===== src/rtl/pipe_pkg.sv =====
// Shared types and default widths for the pipeline stage buffer.
package pipe_pkg;

    localparam int unsigned DATA_W_DEF = 160;
    localparam int unsigned CTRL_W_DEF = 21;

    typedef enum logic [1:0] {
        EMPTY = 2'd0,
        ONE   = 2'd1,
        FULL  = 2'd2
    } buf_state_t;

endpackage


===== src/rtl/pipe_perf_cnt.sv =====
// Saturating 32-bit stall-cycle counter for the pipeline stage buffer.
module pipe_perf_cnt (
    input  logic        clk,
    input  logic        rst,
    input  logic        stall,
    output logic [31:0] stall_cnt
);

    logic [31:0] cnt;

    always_ff @(posedge clk) begin
        if (rst) begin
            cnt <= '0;
        end else if (stall && (cnt != '1)) begin
            cnt <= cnt + 32'd1;
        end
    end

    assign stall_cnt = cnt;

endmodule


===== src/rtl/pipe_stage_buf.sv =====
// Two-entry skid buffer between pipeline stages; in_ready is registered.
// Optional stall counter port enabled by PIPE_STAGE_PERF_CNT_EN.
module pipe_stage_buf
    import pipe_pkg::*;
#(
    parameter int unsigned DATA_W = DATA_W_DEF,
    parameter int unsigned CTRL_W = CTRL_W_DEF
) (
    input  logic              clk,
    input  logic              rst,
    input  logic              flush,
    input  logic              in_valid,
    output logic              in_ready,
    input  logic [DATA_W-1:0] in_data,
    input  logic [CTRL_W-1:0] in_ctrl,
    output logic              out_valid,
    input  logic              out_ready,
    output logic [DATA_W-1:0] out_data,
    output logic [CTRL_W-1:0] out_ctrl,
    output logic [1:0]        occupancy
`ifdef PIPE_STAGE_PERF_CNT_EN
    ,
    output logic [31:0]       stall_cnt
`endif
);

    buf_state_t        state;
    buf_state_t        state_nx;
    logic              in_ready_q;
    logic [DATA_W-1:0] head_data;
    logic [DATA_W-1:0] skid_data;
    logic [CTRL_W-1:0] head_ctrl;
    logic [CTRL_W-1:0] skid_ctrl;
    logic              in_fire;
    logic              out_fire;
    logic              load_head_in;
    logic              load_head_skid;
    logic              load_skid;

    assign in_fire  = in_valid & in_ready_q;
    assign out_fire = (state != EMPTY) & out_ready;

    always_comb begin
        state_nx       = state;
        load_head_in   = 1'b0;
        load_head_skid = 1'b0;
        load_skid      = 1'b0;
        case (state)
            EMPTY: begin
                if (in_fire) begin
                    state_nx     = ONE;
                    load_head_in = 1'b1;
                end
            end
            ONE: begin
                if (in_fire && out_fire) begin
                    load_head_in = 1'b1;
                end else if (in_fire) begin
                    state_nx  = FULL;
                    load_skid = 1'b1;
                end else if (out_fire) begin
                    state_nx = EMPTY;
                end
            end
            FULL: begin
                if (out_fire) begin
                    state_nx       = ONE;
                    load_head_skid = 1'b1;
                end
            end
            default: state_nx = EMPTY;
        endcase
        // Flush overrides every transfer decided above.
        if (flush) begin
            state_nx       = EMPTY;
            load_head_in   = 1'b0;
            load_head_skid = 1'b0;
            load_skid      = 1'b0;
        end
    end

    always_ff @(posedge clk) begin
        if (rst) begin
            state      <= EMPTY;
            in_ready_q <= 1'b1;
        end else begin
            state      <= state_nx;
            in_ready_q <= (state_nx != FULL);
        end
    end

    always_ff @(posedge clk) begin
        if (rst) begin
            head_data <= '0;
            head_ctrl <= '0;
            skid_data <= '0;
            skid_ctrl <= '0;
        end else begin
            if (load_head_in) begin
                head_data <= in_data;
                head_ctrl <= in_ctrl;
            end else if (load_head_skid) begin
                head_data <= skid_data;
                head_ctrl <= skid_ctrl;
            end
            if (load_skid) begin
                skid_data <= in_data;
                skid_ctrl <= in_ctrl;
            end
        end
    end

    assign in_ready  = in_ready_q;
    assign out_valid = (state != EMPTY);
    assign out_data  = head_data;
    // Bubbles must never carry live control bits downstream.
    assign out_ctrl  = out_valid ? head_ctrl : '0;
    assign occupancy = 2'(state);

`ifdef PIPE_STAGE_PERF_CNT_EN
    pipe_perf_cnt u_perf_cnt (
        .clk       (clk),
        .rst       (rst),
        .stall     (out_valid & ~out_ready),
        .stall_cnt (stall_cnt)
    );
`endif

endmodule


===== config.mk =====
export PLATFORM = sky130hd
export DESIGN_NAME = pipe_stage_buf
export DESIGN_NICKNAME = d
export VERILOG_FILES = /design/src/rtl/pipe_pkg.sv /design/src/rtl/pipe_perf_cnt.sv /design/src/rtl/pipe_stage_buf.sv
export SDC_FILE = /design/constraint.sdc
export NUM_CORES = 1
export LEC_CHECK = 0
export ABC_AREA = 1
export BUFFER_PORTS_ARGS = -buffer_cell sky130_fd_sc_hd__clkbuf_2
export CAP_MARGIN = 30
export CORE_UTILIZATION = 49
export DETAILED_ROUTE_END_ITERATION = 6
export PLACE_DENSITY = 0.73
export SYNTH_ARGS = -nofsm -noshare
export SYNTH_HDL_FRONTEND = slang
export SYNTH_HIERARCHICAL = 1
export SYNTH_SLANG_ARGS = --single-unit
export TNS_END_PERCENT = 5

===== constraint.sdc =====
create_clock -name clk -period 1.3 [get_ports clk]
set_input_delay 0 -clock clk [delete_from_list [all_inputs] [get_ports clk]]
set_output_delay 0 -clock clk [all_outputs]
set_load 0.02 [all_outputs]

# ---- Word-level counts from Yosys, hierarchy flattened
# Index checks and enable logic that the tools add are counted.
dict set report classes {
  n_bitwise 2
  n_eq_ne 3
  n_reduce_logical 4
  mux 22
}
# cell n
set ops {}
lappend ops {{2-to-1 mux 160 bit} 2}
lappend ops {{2-to-1 mux 21 bit} 3}
lappend ops {{2-to-1 mux 2 bit} 6}
lappend ops {{2-to-1 mux 1 bit} 9}
lappend ops {{case mux 2 bit (3 select lines)} 1}
lappend ops {{nonzero test 2 bit} 2}
lappend ops {{bitwise AND 1 bit} 2}
lappend ops {{equality test 2 x 1 -> 1 bit (second input constant)} 1}
lappend ops {{equality test 2 bit (second input constant)} 1}
lappend ops {{zero test 2 bit} 1}
lappend ops {{!= test 2 bit (second input constant)} 1}
lappend ops {{case mux 1 bit (2 select lines)} 1}
lappend ops {{logical AND 1 bit} 1}
dict set report totals {
  output_inout_bits 185
  elab_cells 37
  register_bits 365
  inputBits 186
}

# ---- Longest topological paths before layout
dict set report depth {
  depth_word 8
  depth_mapped 9
  ltp_nobuf 7
}

# ---- Worst setup path after synthesis
# OpenSTA, ideal clock, no wires.
dict set report synth_timing {
  path_kind {register -> register}
  startpoint {reg in_ready_q (netlist: in_ready)}
  endpoint {reg head_data[64] (netlist: out_data[64])}
  path_buffers 2
  setup_time_ps 132
  synth_period_minus_slack_ps 1643
  required_time_ps 1168
  t_arrival_ps 1511
  stages_incl_launch_ff 8
  path_slack_ps -343
  path_cell_list {dfxtp_1 nand2_1 nor3_1 clkbuf_1 clkbuf_1 nand3_1 nand2_1 a21oi_1}
}
dict set report synth_between {
  elab_chain_cells 6
  word_cells_on_any_way 8
  cone_classes {mux: 5; bitwise: 1; reduce/logical: 2}
}
# item line_no
set synth_lines {}
lappend synth_lines {{start: declaration} pipe_stage_buf.sv:29} ;# logic in_ready_q;
lappend synth_lines {{start signal: assignment} pipe_stage_buf.sv:88} ;# in_ready_q <= (state_nx != FULL);
lappend synth_lines {{bitwise AND 1 bit *} pipe_stage_buf.sv:40} ;# assign in_fire = in_valid & in_ready_q;
lappend synth_lines {{logical AND 1 bit} pipe_stage_buf.sv:56} ;# if (in_fire && out_fire) begin
lappend synth_lines {{2-to-1 mux 1 bit} pipe_stage_buf.sv:56}
lappend synth_lines {{case mux 1 bit (2 select lines) *} pipe_stage_buf.sv:48} ;# case (state)
lappend synth_lines {{2-to-1 mux 1 bit *} pipe_stage_buf.sv:74} ;# if (flush) begin
lappend synth_lines {{2-to-1 mux 160 bit or nonzero test 2 bit (tied branches)} n/a}
lappend synth_lines {{end signal: assignment} pipe_stage_buf.sv:100} ;# head_data <= in_data;
lappend synth_lines {{end signal: assignment} pipe_stage_buf.sv:103} ;# head_data <= skid_data;
lappend synth_lines {{end: declaration} pipe_stage_buf.sv:30} ;# logic [DATA_W-1:0] head_data;
# Mark *: on every way between the ends. The rest lies on a longest branch, timed or not.
# A chain may end at the register's enable or synchronous reset.

# ---- Worst setup path after layout
dict set report layout_timing {
  startpoint {reg state[0] (netlist: occupancy[0])}
  endpoint {reg skid_ctrl[7]}
}
dict set report layout_between {
  elab_chain_cells 6
  word_cells_on_any_way 7
  cone_classes {eq/ne: 1; mux: 3; bitwise: 1; reduce/logical: 2}
}
# item line_no
set layout_lines {}
lappend layout_lines {{start: declaration} pipe_stage_buf.sv:27} ;# buf_state_t state;
lappend layout_lines {{start signal: assignment} pipe_stage_buf.sv:87} ;# state <= state_nx;
lappend layout_lines {{nonzero test 2 bit} pipe_stage_buf.sv:41} ;# assign out_fire = (state != EMPTY) & out_ready;
lappend layout_lines {{bitwise AND 1 bit} pipe_stage_buf.sv:41}
lappend layout_lines {{logical AND 1 bit} pipe_stage_buf.sv:56}
lappend layout_lines {{2-to-1 mux 1 bit} pipe_stage_buf.sv:56}
lappend layout_lines {{2-to-1 mux 1 bit *} pipe_stage_buf.sv:48}
lappend layout_lines {{2-to-1 mux 1 bit *} pipe_stage_buf.sv:74}
lappend layout_lines {{end signal: assignment} pipe_stage_buf.sv:108} ;# skid_ctrl <= in_ctrl;
lappend layout_lines {{end: declaration} pipe_stage_buf.sv:33} ;# logic [CTRL_W-1:0] skid_ctrl;
# Marks and branches as above.

==> results.py <==
metrics = {
    "outcome": {
        "status": "finished with violations",
        "violations": "DRC, hold timing, setup timing",
    },
    "detailed_routing": {
        "ant_nets": 0,
        "vias": 18947,
        "wl_per_cell_um": 17.7,
        "wl_mm": 60.8,
        "drc": 18,
        "drtIter0Drc": 2179,
        "firstDrtPassIters": 7,
        "vias_per_cell": 5.52,
    },
    "setup_path": {
        "path_max_fanout": 26,
        "worstPathArrival_ns": 2.67,
        "r2r-start": "occupancy[0]$_SDFF_PP0_",
        "cp-start-kind": "flip-flop",
        "critical_path_required_ns": 1.66,
        "crit_start": "occupancy[0]$_SDFF_PP0_",
        "crit_type": "reg -> reg",
        "cp-end-kind": "flip-flop",
    },
    "flow_run": {
        "max_cap_violations": 0,
    },
    "sta": {
        "period_share_pct": 177,
        "finalCriticalPeriod_ns": 2.31,
        "setup_viol": 386,
        "rsz0062_at_grt": "yes",
        "finalHoldViolCount": 1,
        "maxSlewHeadroom_pct": 24.3,
        "timing_worst_slew_pin_value_ns": 1.12,
        "post-route-worst-setup-slack_ns": -1.01,
        "max_freq_mhz": 433,
        "setup-tns-final_ns": -98.47,
        "whs_ns": -0.0568,
        "final_max_slew_viol_count": 0,
        "skew_ns": 0.0150,
    },
    "global_route": {
        "met1_usage_pct": 39.2,
        "grt_overflow": 0,
        "track_usage_pct": 31.9,
        "grt_pass1_vias": 17262,
        "grt_max_degree": 97,
        "grt_busiest_layer": "met2",
        "grt_pass1_wl_mm": 87.1,
        "met2_usage_pct": 50.8,
        "antenna_found_initial": 5,
        "grt_use_met3_pct": 8.26,
    },
    "layout": {
        "fill_cells": 2324,
        "area_growth_pct": 46.2,
        "final_util_pct": 72.8,
        "mostFrequentLayoutCells": "nand2_1 (532), dfxtp_1 (362), clkbuf_2 (347)",
        "final_common_cell": "nand2_1",
        "drive_gt1_share_pct": 23.0,
        "final_nets": 3145,
        "final_cells": 3430,
    },
    "place": {
        "io_buffers": 370,
        "hpwl_mm": 31.3,
        "dp_cells": 3146,
        "routabilityCongestion": 0.825,
    },
    "clock_tree": {
        "cts_hold_buffers": 184,
        "clk_latency_ns": 0.52,
        "cts_max_level": 2,
        "cts_tree": "yes",
        "clockBufferDepth": 3,
        "clk_pin_slew_ns": 0.07,
        "clock-sinks": 365,
        "root_buffer": "clkbuf_16",
        "cts_buffers": 40,
    },
    "floorplanning": {
        "dieArea_sq_um": 33700,
        "initial_core_util_pct": 49.8,
        "dieWidth_um": 184,
        "pin_count": 371,
        "coreArea_sq_um": 32500,
        "die_h_um": 184,
        "fp-row-count": 66,
    },
    "synth": {
        "synthesis.instances": 2445,
        "ys_warn_count": 6,
        "syn-cell-area_sq_um": 16200,
        "ys_seq_elements": 365,
        "syn_area_per_cell_sq_um": 6.61,
        "synth_cell_types": 17,
        "syn_nets": 2631,
        "ys_seq_area_share_pct": 45.2,
    },
    "pwr": {
        "power.total_mw": 27.5,
        "p_leak_nw": 11.5,
        "peakVddDrop_mv": 0.839,
        "powerDensity_nw_per_um2": 1160,
    },
    "worst_hold_path": {
        "hp-class": "in -> reg",
        "worst_hold_startpoint": "in_valid",
    },
}
-- logic make-up after synthesis --
kind of cell           Yosys count  synth area share (%)
flip-flops                     365                  45.2
AO/OA/AOI/OAI                  366                  11.4
AND/OR/NAND/NOR               1303                  33.2
buffers and inverters          411                  10.3
-- where the power goes --
group	total (mW)	internal, mW	switching, mW
sequential	12.1	11.7	0.345
clock	10.9	6.30	4.60
combinational	4.49	1.87	2.62
-- per-layer routing --
metal / wire length [um] / vias up
met5: 33 / -
met4: 3630 / 6
met3: 6910 / 338
met2: 27600 / 1273
met1: 22600 / 8559
li1: - / 8771
-- cell type report --
type	count	area (sq um)	share of cell area, %
Clock inverter	10	56.3	0.238
Tap cell	442	553	2.34
Clock buffer	59	1180	5.02
Multi-Input combinational cell	1669	7780	33.0
Timing Repair Buffer	671	5880	24.9
Antenna cell	2	5.00	0.0212
Inverter	212	828	3.51
Sequential cell	365	7320	31.0
-- worst max-delay path: stages (launching register included) --
cell	delay, ns
dfxtp_4	0.35
buf_4	0.15
buf_4	0.14
nand2_4	0.10
nor2_4	0.05
buf_4	0.16
buf_12	0.16
o21ai_0	0.87
nor2_1	0.15
-- flip-flops by register name (all words and copies together), names as in the netlist --
| signal | count |
|---|---|
| out_data | 160 |
| skid_data | 160 |
| head_ctrl | 21 |
| skid_ctrl | 21 |
| occupancy | 2 |
| in_ready | 1 |
-- through the flow --
step                cell area (sq um)  setup WS (ns)
floorplan                       16500        -0.0571
global placement                19100         -0.196
detailed placement              19100         -0.224
CTS                             22700         -0.311
global route                    23600          -1.02
finish                          23600          -1.01
-- cell usage after synthesis --
cell | number | share of area (%)
a21oi_1 | 181 | 5.6
buf_1 | 15 | 0.35
buf_2 | 65 | 2.0
buf_4 | 9 | 0.42
clkbuf_1 | 110 | 2.6
clkinv_1 | 1 | 0.023
dfxtp_1 | 365 | 45
inv_1 | 209 | 4.9
inv_2 | 2 | 0.046
nand2_1 | 549 | 13
nand3_1 | 364 | 11
nor2_1 | 387 | 9.0
nor3_1 | 2 | 0.062
nor3_2 | 1 | 0.062
o211ai_1 | 1 | 0.046
o21ai_0 | 183 | 5.7
o21ai_1 | 1 | 0.031
-- path summary, 6_finish.rpt --
kind	slack, ns	end	cells past startpoint
max	-1.01	skid_ctrl[7]$_SDFFE_PP0P_	8
min	-0.06	occupancy[0]$_SDFF_PP0_	5
max reg2reg	-1.01	skid_ctrl[7]$_SDFFE_PP0P_	8
min reg2reg	0.48	out_data[118]$_SDFFE_PP0P_	2
-- repair_timing --
action	4_1_cts	5_1_grt
gates cloned	1	18
endpoints found under the setup margin	385	387
buffers inserted	5	5
resized for setup	109	129
pin swaps	8	5
endpoints found under the hold margin	365	1
Note: power is estimated with default switching activity, not from simulation.
